<file path="config.mk">
export PLATFORM = sky130hd
export DESIGN_NAME = residue_check_scheduler
export DESIGN_NICKNAME = d
export VERILOG_FILES = /design/src/rtl/residue_check_scheduler.sv
export SDC_FILE = /design/constraint.sdc
export NUM_CORES = 1
export LEC_CHECK = 0
export CORE_UTILIZATION = 45
export CTS_BUF_LIST = sky130_fd_sc_hd__clkbuf_8
export DETAILED_ROUTE_END_ITERATION = 10
export HOLD_SLACK_MARGIN = 0.05
export PLACE_DENSITY = 0.76
export SETUP_SLACK_MARGIN = 0.02
export SYNTH_ARGS = -nofsm -noshare
export SYNTH_HDL_FRONTEND = slang
export SYNTH_SLANG_ARGS = --single-unit
</file>
<file path="constraint.sdc">
create_clock -name clock -period 18 [get_ports clock]
set_input_delay 5.4 -clock clock [delete_from_list [all_inputs] [get_ports clock]]
set_output_delay 5.4 -clock clock [all_outputs]
set_load 0.01 [all_outputs]
</file>
<file path="src/rtl/residue_check_scheduler.sv">
// Sequencing controller for a mod-(2^MOD_BITS-1) residue checker on the ALU
// add/multiply paths. One descriptor is latched per handshake. A single shared
// residue unit is time-multiplexed over a, b, res_lo and res_hi. The block then
// reports whether the operand residues predict the result residue, and keeps a
// sticky error flag and a saturating mismatch counter.
module residue_check_scheduler #(
  parameter int MOD_BITS  = 5,
  parameter int CNT_WIDTH = 8
) (
  input  logic                 clock,
  input  logic                 reset,
  input  logic                 in_valid,
  output logic                 in_ready,
  input  logic                 in_op,
  input  logic [31:0]          in_a,
  input  logic [31:0]          in_b,
  input  logic [31:0]          in_res_lo,
  input  logic [31:0]          in_res_hi,
  output logic                 out_valid,
  output logic                 out_error,
  output logic                 err_flag,
  output logic [CNT_WIDTH-1:0] err_count,
  input  logic                 clear_err
);

  // Working width for folded residue arithmetic: holds chunk sums and the
  // product of two residues with headroom.
  localparam int ACC_W = 2 * MOD_BITS + 8;
  localparam logic [MOD_BITS-1:0] M     = {MOD_BITS{1'b1}};
  localparam logic [ACC_W-1:0]    M_W   = ACC_W'(M);
  // Residue of 2^32: the weight of the high product word and the value lost
  // when an add carries out of bit 31.
  localparam logic [MOD_BITS-1:0] W_RES = MOD_BITS'(1 << (32 % MOD_BITS));

  typedef enum logic [2:0] {
    S_IDLE, S_RES_A, S_RES_B, S_RES_LO, S_RES_HI, S_CHECK
  } state_t;

  // End-around-carry folding; the all-ones value is congruent to zero.
  function automatic logic [MOD_BITS-1:0] mod_m(input logic [ACC_W-1:0] v);
    logic [ACC_W-1:0] acc;
    acc = v;
    for (int k = 0; k < 8; k++) acc = (acc & M_W) + (acc >> MOD_BITS);
    if (acc == M_W) acc = '0;
    return acc[MOD_BITS-1:0];
  endfunction

  // Residue of a 32-bit word: sum of MOD_BITS-wide chunks, then fold.
  function automatic logic [MOD_BITS-1:0] residue(input logic [31:0] x);
    logic [ACC_W-1:0] sum;
    sum = '0;
    for (int i = 0; i < 32; i += MOD_BITS) sum += ACC_W'((x >> i) & 32'(M));
    return mod_m(sum);
  endfunction

  // Counter increment that holds at all-ones.
  function automatic logic [CNT_WIDTH-1:0] sat_inc(input logic [CNT_WIDTH-1:0] c);
    return (c == '1) ? c : c + CNT_WIDTH'(1);
  endfunction

  state_t                state_q, state_d;
  logic                  op_q;
  logic [31:0]           a_q, b_q, lo_q, hi_q;
  logic [MOD_BITS-1:0]   ra_q, rb_q, rl_q, rh_q;
  logic [31:0]           res_in;
  logic [MOD_BITS-1:0]   res_out;
  logic                  out_valid_q, out_error_q;
  logic                  err_flag_q, err_flag_d;
  logic [CNT_WIDTH-1:0]  err_count_q, err_count_d;
  logic                  err_hit;
  logic [32:0]           sum33;
  logic [MOD_BITS-1:0]   exp_add, exp_mul, obs_mul;
  logic                  mismatch;

  // State register; reset aborts any check in flight.
  always_ff @(posedge clock) begin
    if (!reset) state_q <= S_IDLE;
    else        state_q <= state_d;
  end

  // Next-state: fixed walk through the residue states, RES_HI only for multiply.
  always_comb begin
    state_d = state_q;
    case (state_q)
      S_IDLE:   if (in_valid) state_d = S_RES_A;
      S_RES_A:  state_d = S_RES_B;
      S_RES_B:  state_d = S_RES_LO;
      S_RES_LO: state_d = op_q ? S_RES_HI : S_CHECK;
      S_RES_HI: state_d = S_CHECK;
      S_CHECK:  state_d = S_IDLE;
      default:  state_d = S_IDLE;
    endcase
  end

  // State-decoded outputs: handshake and the shared residue unit's input mux.
  always_comb begin
    in_ready = (state_q == S_IDLE);
    res_in   = a_q;
    case (state_q)
      S_RES_B:  res_in = b_q;
      S_RES_LO: res_in = lo_q;
      S_RES_HI: res_in = hi_q;
      default:  res_in = a_q;
    endcase
  end

  assign res_out = residue(res_in);

  // Descriptor capture on accept and residue capture, one word per state.
  always_ff @(posedge clock) begin
    if (state_q == S_IDLE && in_valid) begin
      op_q <= in_op;
      a_q  <= in_a;
      b_q  <= in_b;
      lo_q <= in_res_lo;
      hi_q <= in_res_hi;
    end
    if (state_q == S_RES_A)  ra_q <= res_out;
    if (state_q == S_RES_B)  rb_q <= res_out;
    if (state_q == S_RES_LO) rl_q <= res_out;
    if (state_q == S_RES_HI) rh_q <= res_out;
  end

  // Compare predicted and observed residues; a carry-out of the add removes 2^32.
  always_comb begin
    sum33    = {1'b0, a_q} + {1'b0, b_q};
    exp_add  = mod_m(ACC_W'(ra_q) + ACC_W'(rb_q) +
                     (sum33[32] ? ACC_W'(M - W_RES) : '0));
    exp_mul  = mod_m(ACC_W'(ra_q) * ACC_W'(rb_q));
    obs_mul  = mod_m(ACC_W'(rh_q) * ACC_W'(W_RES) + ACC_W'(rl_q));
    mismatch = op_q ? (exp_mul != obs_mul) : (exp_add != rl_q);
  end

  // Registered one-cycle report leaving CHECK.
  always_ff @(posedge clock) begin
    if (!reset) begin
      out_valid_q <= 1'b0;
      out_error_q <= 1'b0;
    end else begin
      out_valid_q <= (state_q == S_CHECK);
      out_error_q <= (state_q == S_CHECK) && mismatch;
    end
  end

  // Status update: clear first, then count the reported mismatch.
  always_comb begin
    err_hit     = out_valid_q & out_error_q;
    err_flag_d  = (err_flag_q & ~clear_err) | err_hit;
    err_count_d = clear_err ? '0 : err_count_q;
    if (err_hit) err_count_d = sat_inc(err_count_d);
  end

  // Sticky flag and saturating counter registers.
  always_ff @(posedge clock) begin
    if (!reset) begin
      err_flag_q  <= 1'b0;
      err_count_q <= '0;
    end else begin
      err_flag_q  <= err_flag_d;
      err_count_q <= err_count_d;
    end
  end

  assign out_valid = out_valid_q;
  assign out_error = out_error_q;
  assign err_flag  = err_flag_q;
  assign err_count = err_count_q;

endmodule

</file>
==> impl_metrics.ini <==
[outcome]
run_status = complete, no violations

[layout]
final_net_count = 1602
area_added_between_synthesis_and_finish_pct = 17.6
insertedDiodeCount = 0
num-fill-cells = 2270
drive_gt1_frac = 0.0567

[run]
maxCapViolations = 0

[global_routing]
grt_usage = 0.192
grt-ovfl-total = 0
grt_antenna_before_repair = 0
grt_max_degree = 85
first_global_vias = 9201
global_route_wire_length_before_repair_um = 44000

[detailed_routing]
routedWlPerCell_um = 16.0
drt-pass1-iter-count = 5
vias = 9162
drt-vias-per-instance = 5.46
remaining_design_rule_violation_count = 0
number_of_routed_nets_with_antenna_violations = 0
drt_first_iter_violations = 423
wl_um = 26800

[yosys]
number_of_flops_mapped_to_enable_cells_by_yosys = 149
synth_top_flop_cell = sky130_fd_sc_hd__edfxtp_1
synth_cells = 1159
yosys.cell_types.count = 76
synth_top_cells_by_area = sky130_fd_sc_hd__edfxtp_1 35%, sky130_fd_sc_hd__ha_1 13%, sky130_fd_sc_hd__fa_1 6.5%
ys_async_sr_fraction = 0
yosysTopAreaCell = sky130_fd_sc_hd__edfxtp_1
post_synth.cell_area_avg_um2 = 10.9
postSynthRegisterBits = 163
synth.net_count = 1469
seq_area_frac_synth = 0.376
post-synth-top-area-fraction = 0.354
yosysWarningCount = 0
synthesis.area_mm2 = 0.0126

[min_path]
timing.hold.worst.class = reg -> reg

[timing]
drv_slew = 0
totalNegativeSetupSlack_ns = 0
final_period_minus_worst_setup_slack_ns = 11.74
final-hold-violation-count = 0
fin_worst_skew_ns = 0.0168
rsz0062_at_grt = false
timing.final.crit_share = 0.652
maxClockFrequency_ghz = 0.0852
timing.max_slew.rel_slack = 0.312
worst_pin_slew_ns = 1.03
timing.final.setup_violations = 0

[floorplanning]
die_width_um = 170
design.die.area_mm2 = 0.0287
initial_util = 0.463
die_height_um = 170
rows = 60
core_area_mm2 = 0.0273
ioPinCount = 145

[clocking]
worst_skew_pair.late_latency_ns = 0.47
number_of_clock_sinks = 163
cts_tree = done
cts_buffer_depth = 2
cts_root_buf = sky130_fd_sc_hd__clkbuf_8
clock_tree.htree_level_count = 4
register_clock_pin_slew_on_the_reported_worst_setup_and_hold_paths_ns = 0.10
cts_setup_buffers = 0
cts-buffers-inserted = 17
cts.hold.buffers_added = 0
cts_repair_resize_count = 0

[setup_path]
timing.critical_path.slowest_cell_delay_ns = 0.47
cp_common_cell = sky130_fd_sc_hd__ha_1
timing_worst_setup_path_type = reg -> reg
worst_path_max_delay_cell = sky130_fd_sc_hd__xnor3_1
critPathRequiredTime_ns = 18.34
critical_path.endpoint_type = register
timing.critical_path.arrival_ns = 12.08
critPathLaunchType = register
cp_max_fo = 8

[placed_design]
portBuffers = 144
gpl.final_weighted_congestion = 0.856
dp.final_hpwl_um = 21200
==> per-stage QoR <==
stage               instances  worst slack, ns  area [µm²]  hold WS, ns   util
finish                   1677             6.26       14900        0.502  0.545
CTS                      1677             6.25       14900        0.507  0.545
global route             1677             5.13       14900        0.527  0.545
global placement         1645             6.72       14500        0.472  0.530
floorplan                1159             7.89       12600        0.500      -
detailed placement       1645             6.31       14500        0.494  0.530
==> cell usage after synthesis, types with 7 or more instances <==
cell type / instances
sky130_fd_sc_hd__edfxtp_1: 149
sky130_fd_sc_hd__ha_1: 136
sky130_fd_sc_hd__a21oi_1: 79
sky130_fd_sc_hd__nor2_1: 71
sky130_fd_sc_hd__inv_1: 66
sky130_fd_sc_hd__nand2_1: 61
sky130_fd_sc_hd__xnor2_1: 58
sky130_fd_sc_hd__mux2i_1: 48
sky130_fd_sc_hd__o21ai_0: 45
sky130_fd_sc_hd__fa_1: 41
sky130_fd_sc_hd__clkbuf_1: 29
sky130_fd_sc_hd__nand3_1: 28
sky130_fd_sc_hd__a21o_1: 27
sky130_fd_sc_hd__xor2_1: 27
sky130_fd_sc_hd__o211ai_1: 22
sky130_fd_sc_hd__or3_1: 21
sky130_fd_sc_hd__and2_1: 19
sky130_fd_sc_hd__nor3_1: 19
sky130_fd_sc_hd__nor2b_1: 17
sky130_fd_sc_hd__dfxtp_1: 14
sky130_fd_sc_hd__nand4_1: 13
sky130_fd_sc_hd__a211oi_1: 12
sky130_fd_sc_hd__and3_1: 12
sky130_fd_sc_hd__mux2_2: 12
sky130_fd_sc_hd__nor3b_1: 12
sky130_fd_sc_hd__nand2b_1: 8
sky130_fd_sc_hd__a31oi_1: 7
==> placed cells by master, fill, tap and decap left out, types with 5 or more instances in the layout <==
cell type                         synthesis  routed
sky130_fd_sc_hd__dfxtp_1                 14      12
sky130_fd_sc_hd__or3_1                   21      21
sky130_fd_sc_hd__inv_1                   66      68
sky130_fd_sc_hd__o21ai_0                 45      45
sky130_fd_sc_hd__and2_1                  19      18
sky130_fd_sc_hd__nor3b_1                 12      12
sky130_fd_sc_hd__a211oi_1                12      12
sky130_fd_sc_hd__clkbuf_8                 0      17
sky130_fd_sc_hd__nor4_1                   6       6
sky130_fd_sc_hd__xor2_1                  27      27
sky130_fd_sc_hd__a21oi_1                 79      79
sky130_fd_sc_hd__o211ai_1                22      22
sky130_fd_sc_hd__nor2_1                  71      70
sky130_fd_sc_hd__nand2_1                 61      61
sky130_fd_sc_hd__nor3_1                  19      19
sky130_fd_sc_hd__nor2b_1                 17      17
sky130_fd_sc_hd__o21bai_1                 5       5
sky130_fd_sc_hd__nand4_1                 13      13
sky130_fd_sc_hd__fa_1                    41      41
sky130_fd_sc_hd__ha_1                   136     136
sky130_fd_sc_hd__mux2i_1                 48      48
sky130_fd_sc_hd__a31oi_1                  7       7
sky130_fd_sc_hd__nand2b_1                 8       8
sky130_fd_sc_hd__mux2_2                  12      12
sky130_fd_sc_hd__buf_4                    0       6
sky130_fd_sc_hd__xnor2_1                 58      58
sky130_fd_sc_hd__nand3_1                 28      28
sky130_fd_sc_hd__and3_1                  12      12
sky130_fd_sc_hd__a21o_1                  27      27
sky130_fd_sc_hd__clkdlybuf4s50_1          0     144
sky130_fd_sc_hd__edfxtp_1               149     149
==> state kept, by name (all words and copies together) (netlist names) <==
name and count:
b_q 32, out_valid 1, err_flag 1, ra_q 5, err_count 8, rl_q 5
a_q 32, rb_q 5, rh_q 5, lo_q 32, state_q 3, out_error 1
op_q 1, hi_q 32
==> routing by layer <==
layer  track usage  vias up  share of wire
met4        0.0709        0          0.022
met5             0        -              0
met3        0.0247       43          0.033
li1              -     4531              -
met2         0.326      202           0.49
met1         0.252     4386           0.45
==> path summary, 6_finish.rpt <==
path,endpoint,slack [ns],depth (start not counted),start
max,out_error,6.26,49,b_q[25]
min,err_flag,0.50,2,err_flag
min reg2reg,err_flag,0.50,2,err_flag
max reg2reg,out_error,6.26,49,b_q[25]
==> critical path: cells and delay by family (launching register included) <==
family / cells / cell delay [ns]
fa+ha+maj: 13 / 3.58
simple gates: 13 / 2.80
compound gates: 16 / 2.97
flops: 1 / 0.44
mux: 2 / 0.33
xor+xnor: 5 / 1.46
==> cell type report <==
type | count | area (µm²) | area share
Clock inverter | 15 | 171 | 0.0115
Timing Repair Buffer | 150 | 1490 | 0.100
Clock buffer | 17 | 234 | 0.0157
Tap cell | 372 | 465 | 0.0313
Sequential cell | 163 | 4760 | 0.320
Inverter | 67 | 251 | 0.0169
Multi-Input combinational cell | 893 | 7490 | 0.504
==> logic make-up (layout without fill, tap and decap cells) <==
group,after synthesis,after routing,synth area share
mux,61,61,0.0505
simple gates,310,310,0.128
compound gates,238,238,0.120
buf+inv,103,249,0.0308
xor+xnor,106,106,0.0945
flops,163,163,0.376
fa+ha+maj,178,178,0.200
Power is not shown: default switching activity piles up to over one toggle a cycle in this logic, so the estimate is an artifact.
